==> src/rtl/piso_serializer.sv <==
// LSB-first parallel-in/serial-out framer; first bit one en-strobe after accept, WIDTH bits per frame.
// Backpressure: din_ready only in IDLE, en==0 stalls the frame in place; `PARITY_SER_EN` appends an even-parity bit.
// Latency: word accepted at edge N -> bit 0 at edge N+1 (en held high), din_ready back after the last bit's edge.
module piso_serializer #(
    parameter int WIDTH = 8
) (
    input  logic             clk,
    input  logic             rst,
    input  logic [WIDTH-1:0] din,
    input  logic             din_valid,
    output logic             din_ready,
    input  logic             en,
    output logic             sdo,
    output logic             sdo_valid,
    output logic             frame_start,
    output logic             busy
);

    localparam int CW = (WIDTH > 2) ? $clog2(WIDTH) : 1;
    localparam logic [CW-1:0] LAST = CW'(WIDTH - 1);

`ifdef PARITY_SER_EN
    typedef enum logic [1:0] {IDLE, SHIFT, PARITY} state_t;
`else
    typedef enum logic [1:0] {IDLE, SHIFT} state_t;
`endif

    state_t           state_q, state_d;
    logic [WIDTH-1:0] shreg_q, shreg_d;
    logic [CW-1:0]    cnt_q, cnt_d;
    logic             sdo_q, sdo_d;
    logic             vld_q, vld_d;
    logic             fs_q, fs_d;
`ifdef PARITY_SER_EN
    logic             par_q, par_d;
`endif

    always_ff @(posedge clk) begin
        if (!rst) begin
            state_q <= IDLE;
            shreg_q <= '0;
            cnt_q   <= '0;
            sdo_q   <= 1'b0;
            vld_q   <= 1'b0;
            fs_q    <= 1'b0;
`ifdef PARITY_SER_EN
            par_q   <= 1'b0;
`endif
        end else begin
            state_q <= state_d;
            shreg_q <= shreg_d;
            cnt_q   <= cnt_d;
            sdo_q   <= sdo_d;
            vld_q   <= vld_d;
            fs_q    <= fs_d;
`ifdef PARITY_SER_EN
            par_q   <= par_d;
`endif
        end
    end

    always_comb begin
        state_d = state_q;
        shreg_d = shreg_q;
        cnt_d   = cnt_q;
        sdo_d   = sdo_q;
        vld_d   = 1'b0;
        fs_d    = 1'b0;
`ifdef PARITY_SER_EN
        par_d   = par_q;
`endif
        unique case (state_q)
            IDLE: begin
                if (din_valid) begin
                    shreg_d = din;
                    cnt_d   = '0;
                    state_d = SHIFT;
`ifdef PARITY_SER_EN
                    // Parity is captured at accept so the shifted-out register is not needed later.
                    par_d   = ^din;
`endif
                end
            end
            SHIFT: begin
                if (en) begin
                    sdo_d   = shreg_q[0];
                    vld_d   = 1'b1;
                    fs_d    = (cnt_q == '0);
                    shreg_d = shreg_q >> 1;
                    cnt_d   = cnt_q + CW'(1);
                    if (cnt_q == LAST) begin
                        cnt_d = '0;
`ifdef PARITY_SER_EN
                        state_d = PARITY;
`else
                        state_d = IDLE;
`endif
                    end
                end
            end
`ifdef PARITY_SER_EN
            PARITY: begin
                if (en) begin
                    sdo_d   = par_q;
                    vld_d   = 1'b1;
                    state_d = IDLE;
                end
            end
`endif
            default: state_d = IDLE;
        endcase
    end

    assign din_ready   = (state_q == IDLE);
    assign busy        = (state_q != IDLE);
    assign sdo         = sdo_q;
    assign sdo_valid   = vld_q;
    assign frame_start = fs_q;

endmodule

==> config.mk <==
export PLATFORM = sky130hd
export DESIGN_NAME = piso_serializer
export DESIGN_NICKNAME = d
export VERILOG_FILES = /design/src/rtl/piso_serializer.sv
export SDC_FILE = /design/constraint.sdc
export NUM_CORES = 1
export LEC_CHECK = 0
export CORE_UTILIZATION = 53
export CTS_BUF_LIST = sky130_fd_sc_hd__clkbuf_8
export CTS_CLUSTER_DIAMETER = 200
export DETAILED_ROUTE_END_ITERATION = 12
export PLACE_DENSITY = 0.88
export SYNTH_ARGS = -nofsm -noshare
export SYNTH_HDL_FRONTEND = slang
export SYNTH_SLANG_ARGS = --single-unit
==> constraint.sdc <==
create_clock -name clk -period 3.2 [get_ports clk]
set_clock_uncertainty 0.05 [all_clocks]
set_input_delay 0.32 -clock clk [delete_from_list [all_inputs] [get_ports clk]]
set_output_delay 0.32 -clock clk [all_outputs]
set_load 0.02 [all_outputs]
==> impl_metrics.csv <==
group,metric,value,unit
floorplanning,start_util,59.6,%
place,postPlaceCellArea,842,um2
synthesis,synth_area_per_cell,10.6,um2
clock_tree,cts_root_buf,"clkbuf_8",
min_path,worstHoldPathType,"reg -> reg",
floorplanning,die_h,38.3,um
sta,fin_crit,2.13,ns
sta,fin_ws,1.07,ns
route,wl_per_cell,13.1,um
synthesis,synth_top_area_share,43.0,%
floorplanning,die_width,38.3,um
floorplanning,num_io_pins,17,
critical_path,crit_buf_inv,1,
cells_and_area,syn_to_final_growth,27.2,%
synthesis,post-synth-top-count-cell,"dfxtp_1",
sta,finalHoldViolCount,0,
clock_tree,cts_tree,"yes",
synthesis,ys_warn_count,0,
critical_path,critPathLaunchType,"register",
route,wl_met3,46,um
critical_path,worstPathMaxFanout,17,
sta,maxSlewHeadroom,52.0,%
sta,fin_tns_setup,0,ns
clock_tree,clock-sinks,15,
route,vias_per_cell,5.45,
place,gp_congestion,0.715,
route,wirelength,1260,um
sta,setup_viol,0,
synthesis,synth_top_flop_cell,"dfxtp_1",
global_route,antenna_found_initial,0,
critical_path,cp_top_family,"flip-flops",
global_route,grt_max_degree,18,
place,post-place-ws,1.35,ns
power,power_density,483,nW/um2
synthesis,synthTopCellsByCount,"15 x dfxtp_1, 10 x nor2_1, 8 x mux2i_1",
power,power.total,429,uW
synthesis,synth_edf_count,0,
sta,worst_slew_pin_slew,0.719,ns
cells_and_area,antennaDiodeCount,0,
critical_path,worstPathRequired,2.83,ns
critical_path,critical_path_class,"reg -> out",
floorplanning,rows,12,
synthesis,ys_types,20,
sta,rsz0062_at_grt,"false",
sta,timing.fmax,469,MHz
synthesis,syn_area,698,um2
power,leakage,0.356,nW
critical_path,cp_cell_sequence,"clkdlybuf4s50_1",
critical_path,max_stage_delay,0.78,ns
clock_tree,ctsHoldBuffers,0,
clock_tree,postCtsSetupBuffers,0,
floorplanning,die_area,1470,um2
synthesis,synth_seq_cells,15,
route,drc,0,
outcome,outcome,"finished, final reports clean",
critical_path,worst_setup_path_end_kind,"primary output",
route,vias,523,
cells_and_area,stdcell_count,96,
cells_and_area,final_cell_area,888,um2
route,wl_met2,615,um
clock_tree,cts_resized,0,
clock_tree,h-tree-depth,1,
clock_tree,cts_buffers,3,
synthesis,async_flop_share,0,%
sta,slew_viol_final,0,
route,ant_nets,0,
cells_and_area,finalCoreUtilization,75.9,%
flow_run,drv_cap,0,
cells_and_area,nets,98,
global_route,grt_pass1_wl,2220,um
synthesis,syn-num-nets,81,
cells_and_area,drive_gt1_share,14.6,%
sta,finalCritPeriodShare,66.6,%
floorplanning,coreArea,1170,um2
sta,worst_hold_slack,0.411,ns
route,highest_layer,"met3",
global_route,grt_usage,22.6,%
global_route,grt_overflow_total,0,
synthesis,synthCells,66,
clock_tree,clock_latency,0.25,ns
clock_tree,cts_buffer_depth,2,
route,drt-pass1-iter-count,4,
global_route,grt_pass1_vias,485,
synthesis,synth-seq-area-share,43.0,%
critical_path,cp_data_arrival_time,1.76,ns
route,dr.first_iter.drc_count,4,
synthesis,synth.largest_area_cell,"dfxtp_1",
power,ir_drop,0.289,mV
cells_and_area,fillCellCount,93,
critical_path,cp_slowest_cell,"dfxtp_1",
route,wl_met1,597,um
place,io_buffers,16,
place,dpl.hpwl,916,um
synthesis,synth_area_leaders,"dfxtp_1 43%, mux2i_1 11%, a211oi_2 11%",
clock_tree,clk_pin_slew,0.06,ns
place,dp.cells,92,
## state kept, by name, indices dropped and copies added (netlist names)
signal       cells
shreg_q          8
cnt_q            3
frame_start      1
sdo              1
sdo_valid        1
state_q          1
## where the power goes
group / internal (mW) / leakage, nW / switching (mW)
Combinational: 0.0369 / 0.207 / 0.0316
Sequential: 0.199 / 0.123 / 0.0111
Clock: 0.0861 / 0.0255 / 0.0645
## final timing paths
kind / startpoint / end / slack (ns) / cells after the start
max: state_q[0] / busy / 1.07 / 1
min: sdo / sdo / 0.41 / 2
max reg2reg: state_q[0] / shreg_q[6] / 1.58 / 3
min reg2reg: sdo / sdo / 0.41 / 2
## cells in the final DEF, fill, tap and decap left out
master / synthesis / routed
nand2_1: 4 / 4
a31oi_1: 1 / 1
mux2i_1: 8 / 8
a311oi_2: 1 / 1
clkinv_2: 0 / 1
ha_1: 3 / 3
clkdlybuf4s50_1: 0 / 16
a21oi_1: 2 / 2
dfxtp_1: 15 / 15
a211oi_2: 6 / 6
nor2_1: 10 / 10
o22a_1: 1 / 1
mux2_4: 1 / 1
nand3_1: 1 / 1
a32o_1: 2 / 2
o21ai_0: 1 / 1
clkbuf_8: 0 / 3
and3b_1: 1 / 1
nor4bb_1: 1 / 1
inv_1: 4 / 4
## routing by layer
| layer | vias up | GRT usage [%] |
|---|---|---|
| met5 | - | 0 |
| met4 | 0 | 8.04 |
| met3 | 0 | 6.98 |
| met2 | 11 | 36.4 |
| met1 | 243 | 28.2 |
| li1 | 269 | - |
## cell type report
cell class | count | area [um2] | area share [%]
timing repair buffer | 16 | 160 | 18.0
clock inverter | 1 | 5.00 | 0.563
inverter | 4 | 15.0 | 1.69
clock buffer | 3 | 41.3 | 4.65
multi-input combinational | 43 | 349 | 39.3
tap | 14 | 17.5 | 1.97
sequential | 15 | 300 | 33.8
## cells by family after synthesis
logic type                 synth area share [%]
DFF                                        43.0
AOI/OAI and AO/OA                          20.1
and+or+nand+nor                            10.9
buffers and inverters                      6.99
adders and majority gates                  5.38
muxes                                      13.6
(Power assumes the default switching activity.)
